## src/rtl/cache_flush_ctrl.sv

```systemverilog
// Flush sequencer: walks every set/way, writes back valid+dirty lines, then
// optionally pulses a whole-array invalidate before signalling completion.
module cache_flush_ctrl #(
   parameter int unsigned NUMWAYS  = 4,
   parameter int unsigned NUMLINES = 128,
   parameter int unsigned SETLEN   = $clog2(NUMLINES)
) (
   input  logic               clk,
   input  logic               reset,
   input  logic               FlushReq,
   input  logic               InvalidateReq,
   input  logic               LineValid,
   input  logic               LineDirty,
   input  logic               WritebackAck,
   output logic [SETLEN-1:0]  FlushAdr,
   output logic [NUMWAYS-1:0] FlushWay,
   output logic               FlushActive,
   output logic               WritebackReq,
   output logic               ClearDirty,
   output logic               InvalidateCache,
   output logic               ReplHold,
   output logic               FlushDone
);

   localparam int unsigned WAYLEN = $clog2(NUMWAYS);

   typedef enum logic [2:0] {
      StIdle,
      StRd,
      StChk,
      StWb,
      StClr,
      StInv,
      StDone
   } state_e;

   state_e              state_q, state_d;
   logic [SETLEN-1:0]   set_q, set_d;
   logic [WAYLEN-1:0]   way_q, way_d;
   logic                inv_pend_q, inv_pend_d;

   logic                last_line;
   state_e              adv_state;
   logic [SETLEN-1:0]   adv_set;
   logic [WAYLEN-1:0]   adv_way;

   assign last_line = (set_q == SETLEN'(NUMLINES - 1)) && (way_q == WAYLEN'(NUMWAYS - 1));

   // Next position after a line is finished; the counters park at the last
   // line and only return to 0 when heading into DONE.
   always_comb begin
      adv_state = StRd;
      adv_set   = set_q;
      adv_way   = way_q;
      if (last_line) begin
         if (inv_pend_q) begin
            adv_state = StInv;
         end else begin
            adv_state = StDone;
            adv_set   = '0;
            adv_way   = '0;
         end
      end else if (way_q == WAYLEN'(NUMWAYS - 1)) begin
         adv_way = '0;
         adv_set = set_q + SETLEN'(1);
      end else begin
         adv_way = way_q + WAYLEN'(1);
      end
   end

   always_comb begin
      state_d    = state_q;
      set_d      = set_q;
      way_d      = way_q;
      inv_pend_d = inv_pend_q;
      unique case (state_q)
         StIdle: begin
            if (FlushReq) begin
               state_d    = StRd;
               set_d      = '0;
               way_d      = '0;
               inv_pend_d = InvalidateReq;
            end else if (InvalidateReq) begin
               state_d    = StInv;
               inv_pend_d = 1'b0;
            end
         end
         StRd: state_d = StChk;
         StChk: begin
            if (LineValid && LineDirty) begin
               state_d = StWb;
            end else begin
               state_d = adv_state;
               set_d   = adv_set;
               way_d   = adv_way;
            end
         end
         StWb: begin
            if (WritebackAck) begin
               state_d = StClr;
            end
         end
         StClr: begin
            state_d = adv_state;
            set_d   = adv_set;
            way_d   = adv_way;
         end
         StInv: begin
            state_d = StDone;
            set_d   = '0;
            way_d   = '0;
         end
         StDone: begin
            state_d    = StIdle;
            inv_pend_d = 1'b0;
         end
         default: state_d = StIdle;
      endcase
   end

   always_ff @(posedge clk or negedge reset) begin
      if (!reset) begin
         state_q    <= StIdle;
         set_q      <= '0;
         way_q      <= '0;
         inv_pend_q <= 1'b0;
      end else begin
         state_q    <= state_d;
         set_q      <= set_d;
         way_q      <= way_d;
         inv_pend_q <= inv_pend_d;
      end
   end

   // Outputs decode registered state only, so reset clears them at once.
   assign FlushAdr        = set_q;
   assign FlushWay        = NUMWAYS'(1) << way_q;
   assign FlushActive     = (state_q != StIdle);
   assign ReplHold        = FlushActive;
   assign WritebackReq    = (state_q == StWb);
   assign ClearDirty      = (state_q == StClr);
   assign InvalidateCache = (state_q == StInv);
   assign FlushDone       = (state_q == StDone);

endmodule

```

## config.mk

```make
export PLATFORM = sky130hd
export DESIGN_NAME = cache_flush_ctrl
export DESIGN_NICKNAME = d
export VERILOG_FILES = /design/src/rtl/cache_flush_ctrl.sv
export SDC_FILE = /design/constraint.sdc
export NUM_CORES = 1
export LEC_CHECK = 0
export CORE_MARGIN = 2
export CORE_UTILIZATION = 23
export DETAILED_ROUTE_END_ITERATION = 16
export SLEW_MARGIN = 15
export SYNTH_ARGS = -nofsm -noshare
export SYNTH_HDL_FRONTEND = slang
export SYNTH_SLANG_ARGS = --single-unit
```

## constraint.sdc

```tcl
create_clock -name clk -period 1.6 [get_ports clk]
set_input_delay 0.32 -clock clk [delete_from_list [all_inputs] [get_ports clk]]
set_output_delay 0.32 -clock clk [all_outputs]
set_load 0.05 [all_outputs]
```

==> impl_metrics.toml, run 1 <==
[clock_network]
ctsHtreeMaxLevel = 1
clock_path_buffers = 2
cts.clk_slew.worst_paths_ps = 60
clk-insertion-delay-late_ps = 240
cts_buffers = 3
cts_hold_buf = 0
cts_sinks = 13
cts_tree = "yes"
ctsRootBufferMaster = "clkbuf_8"

[power_and_ir_drop]
power_switching_w = 0.00166
power_w = 0.00356
seq_power_share_pct = 16.9
ir_drop_v = 0.00101
p_sw_share_pct = 46.5
powerDensity_mw_per_mm2 = 1940
clockPowerShare_pct = 8.5
internal-power_w = 0.00191
combPwrFrac_pct = 74.6
leakage_nw = 0.738

[setup_path]
critPathArrivalTime_ps = 1370
cp-end-kind = "output pin"
regToRegSetupSlack_ps = -40
startpoint_type = "flip-flop"
worstSetupPathType = "flip-flop to output pin"
required_ps = 1280
critical_path.max_fanout = 7

[grt]
grt-ovfl-total = 0
antenna_found_initial = 0
first_global_vias = 976
grt_use_total_pct = 13.3
grt_pass1_wl_mm = 4.52
grt_max_degree = 14

[sta]
hold_slack_ps = 402
fmax_ghz = 0.593
skew_ps = 1.06
min_period_ps = 1690
worst_slew_pin_slew_ps = 300
max_slew_margin_pct = 79.8
rsz0062_at_grt = "true"
finalMaxSlewViolations = 0
hold_viol = 0
timing.final.ws_setup_ps = -85.8
setup_violations = 7
fin_crit_sh_pct = 105

[synth]
synth_area_leaders = "dfrtp_1 35%, nor2_1 7.7%, ha_1 6.7%, nand3_1 3.2%, o21ai_0 3.2%"
yosysTopAreaCell = "dfrtp_1"
mappedNetlistNets = 120
yosys_warnings = 0
avgSynthCellArea_um2 = 8.62
synth_flop_cell = "dfrtp_1"
synth_cells = 108
synth_top_area_share_pct = 34.9
synthesis.area_um2 = 931
synth_cell_types = 40
yosysMostFrequentCell = "nor2_1"
ys_seq_elements = 13
synth_edf_count = 0
synth_commonest_cells = "19 x nor2_1, 13 x dfrtp_1, 8 x inv_1"
async_reset_ff_share_pct = 100
seq_area_frac_synth_pct = 34.9

[floorplanning]
die-area_mm2 = 0.00457
die_h_um = 67.6
io_pins = 24
coreArea_mm2 = 0.00394
die_x_um = 67.6
rows = 23
initial_core_util_pct = 23.6

[place]
place_congestion = 0.841
dp_hpwl_mm = 2.00
portBuffers = 23

[cells_and_area]
finalNetCount = 174
multi_input_area_um2 = 713
antenna_cells = 0
nFillCells = 362
regArea_um2 = 335
drive_gt1_share_pct = 56.5
area_growth_pct = 97.0

[status]
violations = "negative setup slack"
status = "complete, but fails checks"

[drt]
drtIter0Drc = 63
wl_per_cell_um = 13.9
vias_per_cell = 4.93
postRouteAntennaNets = 0
drc_errors = 0
first_pass_iters = 4
num_vias = 1040
postRouteWirelength_mm = 2.94

[job]
maxCapViolCount = 0

[hold_path]
hold_path.class = "input port to async pin"
==> state kept, by name, summed over array words and instances (netlist names) <==
name,count
inv_pend_q,1
way_q,2
state_q,3
FlushAdr,7
==> placed cells by master (no fill, tap or decap), types with 2 or more instances in the layout <==
| cell | Yosys | layout |
|---|---|---|
| a21oi_2 | 2 | 4 |
| a21oi_4 | 0 | 2 |
| a32o_1 | 2 | 2 |
| buf_12 | 0 | 16 |
| buf_4 | 1 | 24 |
| buf_6 | 0 | 5 |
| buf_8 | 0 | 2 |
| clkbuf_8 | 0 | 3 |
| clkdlybuf4s50_1 | 0 | 6 |
| dfrtp_1 | 13 | 5 |
| dfrtp_2 | 0 | 8 |
| ha_1 | 5 | 2 |
| ha_4 | 0 | 2 |
| inv_1 | 8 | 7 |
| nand2_1 | 6 | 6 |
| nand3_1 | 6 | 5 |
| nor2_1 | 19 | 11 |
| nor2_2 | 1 | 7 |
| nor2_4 | 0 | 2 |
| o21ai_0 | 6 | 3 |
| o21ai_2 | 0 | 2 |
| xnor2_1 | 2 | 2 |
==> cell type report <==
| type | count | area share (%) |
|---|---|---|
| Sequential cell | 13 | 18.3 |
| Clock buffer | 3 | 2.25 |
| Tap cell | 50 | 3.41 |
| Timing Repair Buffer | 53 | 35.3 |
| Clock inverter | 1 | 0.273 |
| Multi-Input combinational cell | 83 | 38.9 |
| Inverter | 8 | 1.64 |
==> cells by family (layout without fill, tap and decap cells) <==
family	Yosys count	after routing	share of synthesized area [%]
adders and majority gates	5	5	6.72
buffers and inverters	12	65	5.38
AOI/OAI and AO/OA	31	31	27.3
muxes	1	1	1.08
DFF	13	13	34.9
and+or+nand+nor	44	44	22.7
xor gates and xnor gates	2	2	1.88
==> worst max-delay path: stages, from the launching register on <==
cell	delay, ps
dfrtp_2	470
buf_6	140
or3_4	350
buf_8	160
==> power groups by stage <==
| stage | registers [W] | logic [W] | clock network, W |
|---|---|---|---|
| 2_1_floorplan | 0.000672 | 0.00117 | 0 |
| 3_3_place_gp | 0.000582 | 0.00209 | 0 |
| 3_5_place_dp | 0.000588 | 0.00213 | 0 |
| 4_1_cts | 0.000586 | 0.00230 | 0.000316 |
| 5_1_grt | 0.000621 | 0.00284 | 0.000337 |
| 6_report | 0.000602 | 0.00266 | 0.000301 |
==> through the flow <==
step           cell area [um2]  setup slack (ps)  setup TNS, ps  std cells  util (%)
5_1_grt                   1830              -137          -1150        211      46.5
6_report                  1830             -85.8           -383        211      46.5
3_5_place_dp              1540              -304          -2030        197      39.0
2_1_floorplan              975              -164           -489        108         -
4_1_cts                   1640              -108           -618        202      41.7
3_3_place_gp              1540              -252          -1790        197      39.0
==> worst paths after layout <==
check / from / end / cells after the start
max in group asynchronous: reset / state_q[1]$_DFFE_PN0P_ / 2
worst max-delay path: state_q[1]$_DFFE_PN0P_ / ReplHold / 3
min in group clk: state_q[1]$_DFFE_PN0P_ / state_q[1]$_DFFE_PN0P_ / 1
worst max register to register: FlushAdr[1]$_DFFE_PN0P_ / FlushAdr[5]$_DFFE_PN0P_ / 6
worst min-delay path: reset / state_q[0]$_DFFE_PN0P_ / 2
worst min register to register: state_q[1]$_DFFE_PN0P_ / state_q[1]$_DFFE_PN0P_ / 1
==> metal layers <==
layer | up-vias | routed length (um) | share of wire [%] | track usage, %
li1 | 490 | - | - | -
met1 | 509 | 1210 | 41 | 17.0
met2 | 33 | 1520 | 52 | 21.7
met3 | 8 | 160 | 5.4 | 4.33
met4 | 0 | 52 | 1.8 | 3.06
met5 | - | 0 | 0 | 0
==> timing repair <==
action	4_1_cts	5_1_grt
pin swaps	3	15
gates resized for setup	13	31
setup buffers	1	9
endpoints found under the setup margin	10	19
No activity file was read; power rests on OpenSTA's default activity.
==> inputs of run 2 (changes only) <==
CTS_CLUSTER_SIZE = 8   (was unset)
==> results of run 2 <==
Final layout, timing and power as in run 1 (identical DEF).
